`config.mk`:
```
export PLATFORM = sky130hd
export DESIGN_NAME = regfile_wb_arbiter
export DESIGN_NICKNAME = d
export VERILOG_FILES = /design/src/rtl/regfile_wb_arbiter.sv
export SDC_FILE = /design/constraint.sdc
export NUM_CORES = 1
export LEC_CHECK = 0
export CORE_MARGIN = 2
export CORE_UTILIZATION = 48
export DETAILED_ROUTE_END_ITERATION = 16
export PLACE_DENSITY = 0.87
export SYNTH_ARGS = -nofsm -noshare
export SYNTH_HDL_FRONTEND = slang
export SYNTH_SLANG_ARGS = --single-unit
```
`constraint.sdc`:
```
create_clock -name clk -period 4.42 [get_ports clk]
set_input_delay 1.105 -clock clk [delete_from_list [all_inputs] [get_ports clk]]
set_output_delay 1.105 -clock clk [all_outputs]
set_load 0.05 [all_outputs]
```
`src/rtl/regfile_wb_arbiter.sv`:
```
// rtl/regfile_wb_arbiter.sv - register file write-port arbiter (ALU/MEM round-robin) with pending-write scoreboard
// Grants one writeback per cycle, registers it onto rf_*, and tracks reserved destinations.
module regfile_wb_arbiter #(
    parameter int N_REG = 16,
    parameter int DW    = 32,
    parameter int CNT_W = 16
) (
    input  logic             clk,
    input  logic             rst,
    input  logic             alu_valid,
    input  logic [4:0]       alu_rd,
    input  logic [DW-1:0]    alu_data,
    output logic             alu_ready,
    input  logic             mem_valid,
    input  logic [4:0]       mem_rd,
    input  logic [DW-1:0]    mem_data,
    output logic             mem_ready,
    input  logic             rsv_valid,
    input  logic [4:0]       rsv_rd,
    output logic             rsv_ready,
    input  logic [4:0]       rs,
    input  logic [4:0]       rt,
    output logic             hz_rs,
    output logic             hz_rt,
    output logic             rf_we,
    output logic [4:0]       rf_rd,
    output logic [DW-1:0]    rf_data,
    output logic             busy,
    output logic [CNT_W-1:0] conflict_cnt
);

    typedef enum logic {
        RR_ALU = 1'b0,
        RR_MEM = 1'b1
    } rr_t;

    rr_t              r_rr;
    rr_t              w_rr_next;
    logic [N_REG-1:0] r_pending;
    logic [N_REG-1:0] w_pend_next;
    logic             r_rf_we;
    logic [4:0]       r_rf_rd;
    logic [DW-1:0]    r_rf_data;
    logic [CNT_W-1:0] r_conflict_cnt;

    logic             w_alu_grant;
    logic             w_mem_grant;
    logic             w_both_valid;
    logic [4:0]       w_wr_rd;
    logic [DW-1:0]    w_wr_data;
    logic             w_wr_en;
    logic             w_rsv_ready;
    logic             w_rsv_set;

    function automatic logic in_range(input logic [4:0] a);
        return (a != 5'd0) && (32'(a) < 32'(N_REG));
    endfunction

    // Register 0 and out-of-range addresses always read as not pending.
    function automatic logic pend_lookup(input logic [N_REG-1:0] vec, input logic [4:0] a);
        logic hit;
        hit = 1'b0;
        for (int i = 1; i < N_REG; i++) begin
            if (a == 5'(i)) begin
                hit = vec[i];
            end
        end
        return hit;
    endfunction

    always_comb begin
        w_both_valid = alu_valid && mem_valid;
        w_alu_grant  = alu_valid && (!mem_valid || (r_rr == RR_ALU));
        w_mem_grant  = mem_valid && (!alu_valid || (r_rr == RR_MEM));
        w_rr_next    = r_rr;
        if (w_both_valid) begin
            w_rr_next = (r_rr == RR_ALU) ? RR_MEM : RR_ALU;
        end
    end

    always_comb begin
        w_wr_rd   = w_mem_grant ? mem_rd   : alu_rd;
        w_wr_data = w_mem_grant ? mem_data : alu_data;
        w_wr_en   = (w_alu_grant || w_mem_grant) && in_range(w_wr_rd);
    end

    // Reservation sees the registered bits, so a same-cycle write does not unblock it.
    always_comb begin
        w_rsv_ready = rsv_valid && !pend_lookup(r_pending, rsv_rd);
        w_rsv_set   = w_rsv_ready && in_range(rsv_rd);
    end

    // Clear for the granted write first, then set for the new reservation.
    always_comb begin
        w_pend_next = r_pending;
        for (int i = 1; i < N_REG; i++) begin
            if (w_wr_en && (w_wr_rd == 5'(i))) begin
                w_pend_next[i] = 1'b0;
            end
            if (w_rsv_set && (rsv_rd == 5'(i))) begin
                w_pend_next[i] = 1'b1;
            end
        end
        w_pend_next[0] = 1'b0;
    end

    always_ff @(posedge clk or posedge rst) begin
        if (rst) begin
            r_rr           <= RR_ALU;
            r_pending      <= '0;
            r_rf_we        <= 1'b0;
            r_rf_rd        <= 5'd0;
            r_rf_data      <= '0;
            r_conflict_cnt <= '0;
        end else begin
            r_rr      <= w_rr_next;
            r_pending <= w_pend_next;
            r_rf_we   <= w_wr_en;
            if (w_wr_en) begin
                r_rf_rd   <= w_wr_rd;
                r_rf_data <= w_wr_data;
            end
            if (w_both_valid && (r_conflict_cnt != {CNT_W{1'b1}})) begin
                r_conflict_cnt <= r_conflict_cnt + 1'b1;
            end
        end
    end

    assign alu_ready    = w_alu_grant;
    assign mem_ready    = w_mem_grant;
    assign rsv_ready    = w_rsv_ready;
    assign hz_rs        = pend_lookup(r_pending, rs);
    assign hz_rt        = pend_lookup(r_pending, rt);
    assign busy         = |r_pending;
    assign rf_we        = r_rf_we;
    assign rf_rd        = r_rf_rd;
    assign rf_data      = r_rf_data;
    assign conflict_cnt = r_conflict_cnt;

endmodule

```
==> run metrics, run 1 <==
status=complete, no violations; worst path required time=3.31 ns; Clock Tree Buf Depth=2; power per standard cell area=519 nW/µm²; RSZ-0062 raised after global routing=false; WHS=0.483 ns; row count=33; antenna violations before repair=0; minimum clock period=about 4.3 ns; Hold Fails Final Rpt=0; critical path type=primary input to output pin; slew margin rel.=37.5%; CTS tree=built; Overall Global Routing Usage=26.0%; Leakage=2.49 nW; Clk Tree Root Cell=clkbuf_8; Core ar.=8090 µm²; dpl cell area=5620 µm²; DR vias/cell=5.54; final WL=11.2 mm; Final nets=679; Sink Count=70; count of final max-slew check failures=0; Synth Warn #=0; largest fanout on the critical path=11; post-route insts no fill=694; Hold/Removal Path Class=flop to flop; ratio of cells with drive above 1 in the final layout=9.51%; Finished Cell Area=5800 µm²; number of synthesized flops with an enable pin=0; Vias=just under 4000; IO Count=roughly 150; Filler cells=596; crit start category=primary input; 1st-pass router iterations=5; pin count of the biggest net entering global routing=48; total gr overflow=0; Max rail drop VDD=roughly 0.38 mV; Seq/Total Area, Yosys=44.2%; Critical Path End Type=output pin; Initial Util=49.0%; global placement routability congestion=0.937; fin crit share=a little over nine tenths; clock transition at the registers of the reported paths=0.08 ns; Chip Height=94.9 µm; Synth area leaders=dfrtp_1 (44%), mux2i_1 (10%), o21ai_0 (8.7%); Area Overhead vs Synth=46.3%; Die Wd=94.9 µm; clock latency on the worst-skew pair=approximately 0.34 ns; count leader, synth=nand2_1; vias in the first global route=approximately 3900; Antenna Cells=0; global-route wire length before repair=18.1 mm; FMAX=231 MHz; placed insts=between 600 and 700; Post-Synthesis Mean Instance Area=just over 9 µm²; top cell type's share of synthesized area=about 44%; area leader, netlist=dfrtp_1; final setup fails=0; H-tree levels=3; CTS Buf Count=9; Worst Skew=0.00689 ns; cells after synthesis=between 400 and 500; critical path arrival=between 3 and 4 ns; DRC=0; Commonest cells post-synth=nand2_1 (71), dfrtp_1 (70), o21ai_0 (69); Synth Register Bits=70; max-cap violation count=0; Die ar.=roughly 9000 µm²; setup TNS=0 ns; Top FF cell, synth=dfrtp_1; Final ANT Viol Nets=0; Mapped Area=around 4000 µm²; mean routed wirelength per cell=16.1 µm; initial DRC count=188; Slew @ Worst Pin=0.936 ns; Post-Syn Nets=526; asr flop ratio synth=100%; dpl hpwl=8.61 mm; Netlist cell types=50; Port Buf Inserts=153
==> per-layer routing <==
metal	GRT usage (%)	vias up	wire, µm
met1	31.2	1809	4460
met5	0	-	0
met3	5.19	30	752
met4	10.5	0	311
met2	45.6	167	5640
li1	-	1839	-
==> worst max-delay path, cell delays in order <==
cell and delay (ns):
clkdlybuf4s50_1 0.66, nor2b_1 0.28, nand2_1 0.10, a311o_1 0.37, a31oi_1 0.29, o221a_2 0.27
buf_12 0.14
==> report_power, final <==
part	internal [mW]	switching, mW	leakage, nW
clock	0.204	0.250	0.0816
sequential	0.843	0.201	0.877
combinational	0.555	0.959	1.53
==> flip-flops by register name (all words and copies together) (netlist names) <==
signal / flops
rf_we: 1
conflict_cnt: 16
r_pending: 15
rf_rd: 5
rf_data: 32
r_rr: 1
==> what timing repair did <==
item / in CTS / in global routing
hold buffers: 0 / 0
resized for setup: 0 / 1
endpoints found under the setup margin: 0 / 1
buffers inserted: 0 / 0
==> cells in the final DEF, fill, tap and decap left out, types with 3 or more instances in the layout <==
cell	count
dfrtp_1	70
buf_4	14
nor4_1	5
xnor2_1	10
mux2i_1	40
o21ai_0	69
a21oi_1	10
nor3_1	8
nand4_1	4
nand2b_1	7
clkbuf_8	9
mux2_2	3
nor3b_1	8
a31oi_1	9
inv_1	11
o21ai_2	9
nand3_1	11
clkdlybuf4s50_1	148
mux4_2	4
nand2_1	71
nor2_1	19
nor2b_1	3
clkinvlp_4	3
==> layout make-up <==
| cell class | count | area [µm²] | area share [%] |
|---|---|---|---|
| clock inverters | 7 | 50.0 | 0.863 |
| clock buffers | 9 | 124 | 2.14 |
| well taps | 105 | 131 | 2.27 |
| inverters | 13 | 48.8 | 0.841 |
| multi-input cells | 326 | 2070 | 35.8 |
| repair buffers | 164 | 1620 | 27.9 |
| flip-flops and latches | 70 | 1750 | 30.2 |
==> path summary, 6_finish.rpt <==
check                      slack (ns)      start      endpoint  cells past startpoint
setup / recovery                  0.1  rsv_rd[2]     rsv_ready                      7
hold / removal                   0.48   rf_rd[1]      rf_rd[1]                      2
setup reg to reg                 1.95       r_rr   rf_data[13]                      7
hold reg to reg                  0.48   rf_rd[1]      rf_rd[1]                      2
max in group asynchronous        2.37        rst  r_pending[9]                      3
min in group asynchronous        1.29        rst   rf_data[11]                      2
==> logic make-up (layout without fill, tap and decap cells) <==
| group | after synthesis | after routing | synth area share [%] |
|---|---|---|---|
| and+or+nand+nor | 151 | 151 | 18.7 |
| xor gates and xnor gates | 12 | 12 | 2.65 |
| muxes | 47 | 47 | 13.2 |
| adders and majority gates | 1 | 1 | 0.316 |
| AOI/OAI and AO/OA | 115 | 115 | 16.8 |
| DFF | 70 | 70 | 44.2 |
| buffers and inverters | 35 | 193 | 4.04 |
==> through the flow <==
stage                     total power [mW]  util, %  setup slack [ns]
after floorplan                       1.98        -             0.585
after global placement                2.52     69.5             0.186
after detailed placement              2.57     69.5             0.115
after CTS                             3.02     71.6             0.103
after global routing                  3.17     71.7            0.0223
final                                 3.01     71.7            0.0998
(Power assumes the default switching activity.)
==> inputs of run 2 (changes only) <==
--- a/config.mk
+++ b/config.mk
@@ -5,10 +5,11 @@
 export SDC_FILE = /design/constraint.sdc
 export NUM_CORES = 1
 export LEC_CHECK = 0
+export ABC_CLOCK_PERIOD_IN_PS = 4059
 export CORE_MARGIN = 2
-export CORE_UTILIZATION = 48
+export CORE_UTILIZATION = 44
 export DETAILED_ROUTE_END_ITERATION = 16
-export PLACE_DENSITY = 0.87
+export PLACE_DENSITY = 0.81
 export SYNTH_ARGS = -nofsm -noshare
 export SYNTH_HDL_FRONTEND = slang
 export SYNTH_SLANG_ARGS = --single-unit
==> constraint.sdc (replaced) <==
create_clock -name clk -period 4.06 [get_ports clk]
set_input_delay 1.015 -clock clk [delete_from_list [all_inputs] [get_ports clk]]
set_output_delay 1.015 -clock clk [all_outputs]
set_load 0.05 [all_outputs]
==> run 2 against run 1 <==
  * Flip-flop and latch count is the same
  * Power is 12% higher
  * Setup slack improved by 0.014 ns
  * Sequential share of layout area is 0.46 points lower
  * Clock power up 26%
  * Critical endpoint unchanged
  * Largest power group unchanged
  * Highest routed layer unchanged
==> run metrics, run 2 (same netlist as run 1, synthesis figures left out) <==
status=complete, no violations; Routed met2 length=5.83 mm; post-route insts no fill=703; slew margin rel.=45.1%; Final ANT Viol Nets=0; Final Power=3.36 mW; mean routed wirelength per cell=16.3 µm; setup TNS=0 ns; Critical Path End Type=output pin; Antenna Cells=0; Metal-1 WL=4.60 mm; crit start category=primary input; count of final max-slew check failures=0; Clk Tree Root Cell=clkbuf_8; Area Overhead vs Synth=48.6%; WHS=0.483 ns; Hold/Removal Path Class=flop to flop; global-route wire length before repair=18.9 mm; final setup fails=0; Overall Global Routing Usage=24.1%; pre-CTS setup slack=0.0298 ns; fin crit share=97.2%; vias in the first global route=between 3000 and 4000; H-tree levels=3; Core ar.=8720 µm²; Die Wd=98.9 µm; Filler cells=686; placed insts=687; Leakage=2.55 nW; max-cap violation count=0; clock transition at the registers of the reported paths=0.08 ns; Port Buf Inserts=approximately 150; Initial Util=a little under half; commonest non-fill, non-tap cell in the layout=clkdlybuf4s50_1; antenna violations before repair=0; largest fanout on the critical path=10; clock latency on the worst-skew pair=0.35 ns; Sink Count=70; CTS Buf Count=9; critical path type=primary input to output pin; final worst slack=0.114 ns; initial DRC count=approximately 160; Slew @ Worst Pin=0.815 ns; max reg flops=32; FMAX=between 200 and 300 MHz; IO Count=154; power per standard cell area=between 500 and 600 nW/µm²; ratio of cells with drive above 1 in the final layout=10.8%; Clock Tree Buf Depth=2; Chip Height=98.9 µm; Worst Skew=0.00960 ns; row count=34; Finished Cell Area=5890 µm²; uppermost layer routed=met4; Max rail drop VDD=roughly 0.36 mV; final WL=11.4 mm; global placement routability congestion=0.886; most frequent cells in the layout=clkdlybuf4s50_1 (146), nand2_1 (71), dfrtp_1 (70); dpl hpwl=~8.7 mm; Die ar.=9780 µm²; minimum clock period=3.95 ns; total gr overflow=0; critical path arrival=a little under 3 ns; Hold Fails Final Rpt=0; final core occ=67.5%; DRC=0; pin count of the biggest net entering global routing=approximately 70; dpl cell area=5680 µm²; Vias=3817; Setup Buffers After CTS=0; 1st-pass router iterations=5; CTS tree=built; DR vias/cell=5.43; DR WL met3=764 µm; Final nets=685; worst path required time=a little over 3 ns
[run 2: final cells by class]
cell class                 instances  area [µm²]  area share [%]
inverter                          13        48.8           0.829
sequential                        70        1750            29.7
multi-input combinational        326        2080            35.3
tap                              108         135            2.29
clock buffer                       9         124            2.10
timing repair buffer             170        1680            28.5
clock inverter                     7        72.6            1.23
[run 2: power breakdown]
group          internal [mW]  leakage (nW)  total (mW)  switching (mW)
Combinational          0.609          1.57        1.66            1.05
Sequential             0.918         0.877        1.13           0.211
Clock                  0.285        0.0956       0.573           0.288
[run 2: metal layers]
metal	up-vias	GRT usage (%)
li1	1851	-
met1	1803	30.0
met2	141	40.5
met3	22	6.17
met4	0	8.54
met5	-	0
[run 2: path summary, 6_finish.rpt]
| path | from | cells past startpoint | end | slack (ns) |
|---|---|---|---|---|
| worst max-delay path | rsv_rd[0] | 8 | rsv_ready | 0.11 |
| worst min register to register | rf_data[30] | 2 | rf_data[30] | 0.48 |
| max in group asynchronous | rst | 3 | r_pending[13] | 2.71 |
| worst max register to register | r_rr | 8 | rf_data[21] | 1.64 |
| worst min-delay path | rf_data[30] | 2 | rf_data[30] | 0.48 |
| min in group asynchronous | rst | 3 | conflict_cnt[6] | 1.06 |
[run 2: worst max-delay path, cell delays in order]
cell,delay (ns)
clkdlybuf4s50_1,0.47
buf_4,0.21
a211oi_1,0.20
o21ai_0,0.11
a311o_1,0.30
a31oi_2,0.23
o221a_2,0.25
buf_12,0.14
[run 2: repair_timing]
| action | CTS | global route |
|---|---|---|
| endpoints found under the hold margin | 0 | 0 |
| hold buffers | 0 | 0 |
| setup endpoints to repair | 0 | 2 |
| resized for setup | 0 | 5 |
==> inputs of run 3 (changes only) <==
==> constraint.sdc (replaced) <==
create_clock -name clk -period 4.06 [get_ports clk]
set_input_delay 0.406 -clock clk [delete_from_list [all_inputs] [get_ports clk]]
set_output_delay 0.406 -clock clk [all_outputs]
set_load 0.05 [all_outputs]
==> run 3 against run 2 <==
  * Via count decreased by 0.21%
  * Worst hold slack got worse by 0.0083 ns
  * Clock power increased by 17%
  * Power increased by 2.4%
  * Global-route usage decreased by 0.37 points
  * Maximum frequency increased by 18%
  * Highest routed layer unchanged
==> run metrics, run 3 (same netlist as run 1, synthesis figures left out) <==
global placement routability congestion=0.874; DRC=0; Core ar.=8720 µm²; 1st-pass router iterations=4; fin crit share=82.2%; antenna violations before repair=0; crit start category=primary input; post-CTS resize count=0; initial DRC count=122; post-route insts no fill=between 600 and 700; CTS tree=built; DR vias/cell=5.50; CP max stage delay=0.72 ns; H-tree levels=3; Overall Global Routing Usage=23.7%; worst path required time=3.65 ns; max-cap violation count=0; cts hold-fix bufs=0; Setup Buffers After CTS=0; FMAX=300 MHz; global-route wire length before repair=~19 mm; register area=1750 µm²; dpl hpwl=8.56 mm; Die Wd=98.9 µm; Filler cells=731; max reg flops=32; Area Overhead vs Synth=46.9%; critical path arrival=2.93 ns; CP bufs+invs=2; status=complete, no violations; Final nets=674; count of final max-slew check failures=0; Vias=3809; setup TNS=0 ns; Antenna Cells=0; commonest non-fill, non-tap cell in the layout=clkdlybuf4s50_1; Port Buf Inserts=153; Sink Count=70; most frequent cells in the layout=clkdlybuf4s50_1 (152), nand2_1 (71), dfrtp_1 (70); row count=34; pin count of the biggest net entering global routing=40; Clock Tree Buf Depth=2; Max rail drop VDD=0.352 mV; Die ar.=9780 µm²; CP max-delay cell=clkdlybuf4s50_1; mean routed wirelength per cell=roughly 16 µm; clock latency on the worst-skew pair=about 0.33 ns; Final ANT Viol Nets=0; Chip Height=about 99 µm; RSZ-0062 raised after global routing=false; total gr overflow=0; largest fanout on the critical path=8; Slew @ Worst Pin=between 0.8 and 0.9 ns; ratio of cells with drive above 1 in the final layout=7.88%; Worst Skew=0.00674 ns; slew margin rel.=41.4%; critical path, cell by cell=clkdlybuf4s50_1 -> mux4_2 -> mux4_2 -> nand2_1 -> a32oi_1 -> clkdlybuf4s50_1; critical path type=primary input to output pin; power per standard cell area=approximately 600 nW/µm²; vias in the first global route=roughly 3900; Hold Fails Final Rpt=0; Initial Util=about 45%; IO Count=roughly 150; minimum clock period=about 3.3 ns; Clk Tree Root Cell=clkbuf_8; Multi-input gate area=2070 µm²; clock transition at the registers of the reported paths=0.08 ns; final setup fails=0; final WL=11.3 mm; Critical Path End Type=output pin; CTS Buf Count=9; Leakage=2.48 nW; Hold/Removal Path Class=primary input to asynchronous set/reset pin; crit-path leading delay family=buffers and inverters; placed insts=676
==> run 3: cell type report <==
class / instances / share of cell area, %
clock inverters: 5 / 1.85
clock buffers: 11 / 2.26
inverters: 13 / 0.838
multi-input cells: 326 / 35.6
well taps: 108 / 2.32
flip-flops and latches: 70 / 30.1
repair buffers: 159 / 27.0
==> run 3: worst register-to-register path: stages, from the launching register on <==
cell and delay (ns):
dfrtp_1 0.44, o21ai_4 0.45, a31oi_1 0.29, o21ai_4 0.71
buf_4 0.38, o21ai_0 0.14
==> run 3: final timing paths <==
check | to | startpoint | cells after the start | slack, ns
setup / recovery | hz_rt | rt[0] | 6 | 0.72
hold / removal | conflict_cnt[7] | rst | 2 | 0.47
setup reg to reg | rf_data[9] | r_rr | 5 | 1.51
hold reg to reg | rf_data[7] | rf_data[7] | 2 | 0.48
max in group asynchronous | rf_rd[1] | rst | 3 | 2.63
min in group clk | rf_data[7] | rf_data[7] | 2 | 0.48
==> run 3: power by group <==
| group | internal (mW) | leakage [nW] | total (mW) | switching, mW |
|---|---|---|---|---|
| sequential | 0.918 | 0.877 | 1.13 | 0.211 |
| clock | 0.411 | 0.118 | 0.669 | 0.258 |
| combinational | 0.599 | 1.49 | 1.64 | 1.04 |
==> run 3: per-layer routing <==
layer	global-route usage [%]	share of wire (%)	wire [µm]
met1	29.5	41	4680
met2	41.0	50	5720
met3	5.11	5.9	671
met4	7.80	2.3	265
met5	0	0	0
==> run 3: stage by stage <==
step | instance area, µm² | power (mW) | hold slack, ns | setup slack (ns) | util [%]
final | 5820 | 3.44 | 0.474 | 0.721 | 66.8
after global routing | 5820 | 3.61 | 0.513 | 0.650 | 66.8
after global placement | 5580 | 2.75 | 0.463 | 0.789 | 64.0
after detailed placement | 5580 | 2.79 | 0.469 | 0.721 | 64.0
after CTS | 5820 | 3.46 | 0.485 | 0.724 | 66.8
after floorplan | 3960 | 2.15 | 0.458 | 1.41 | -
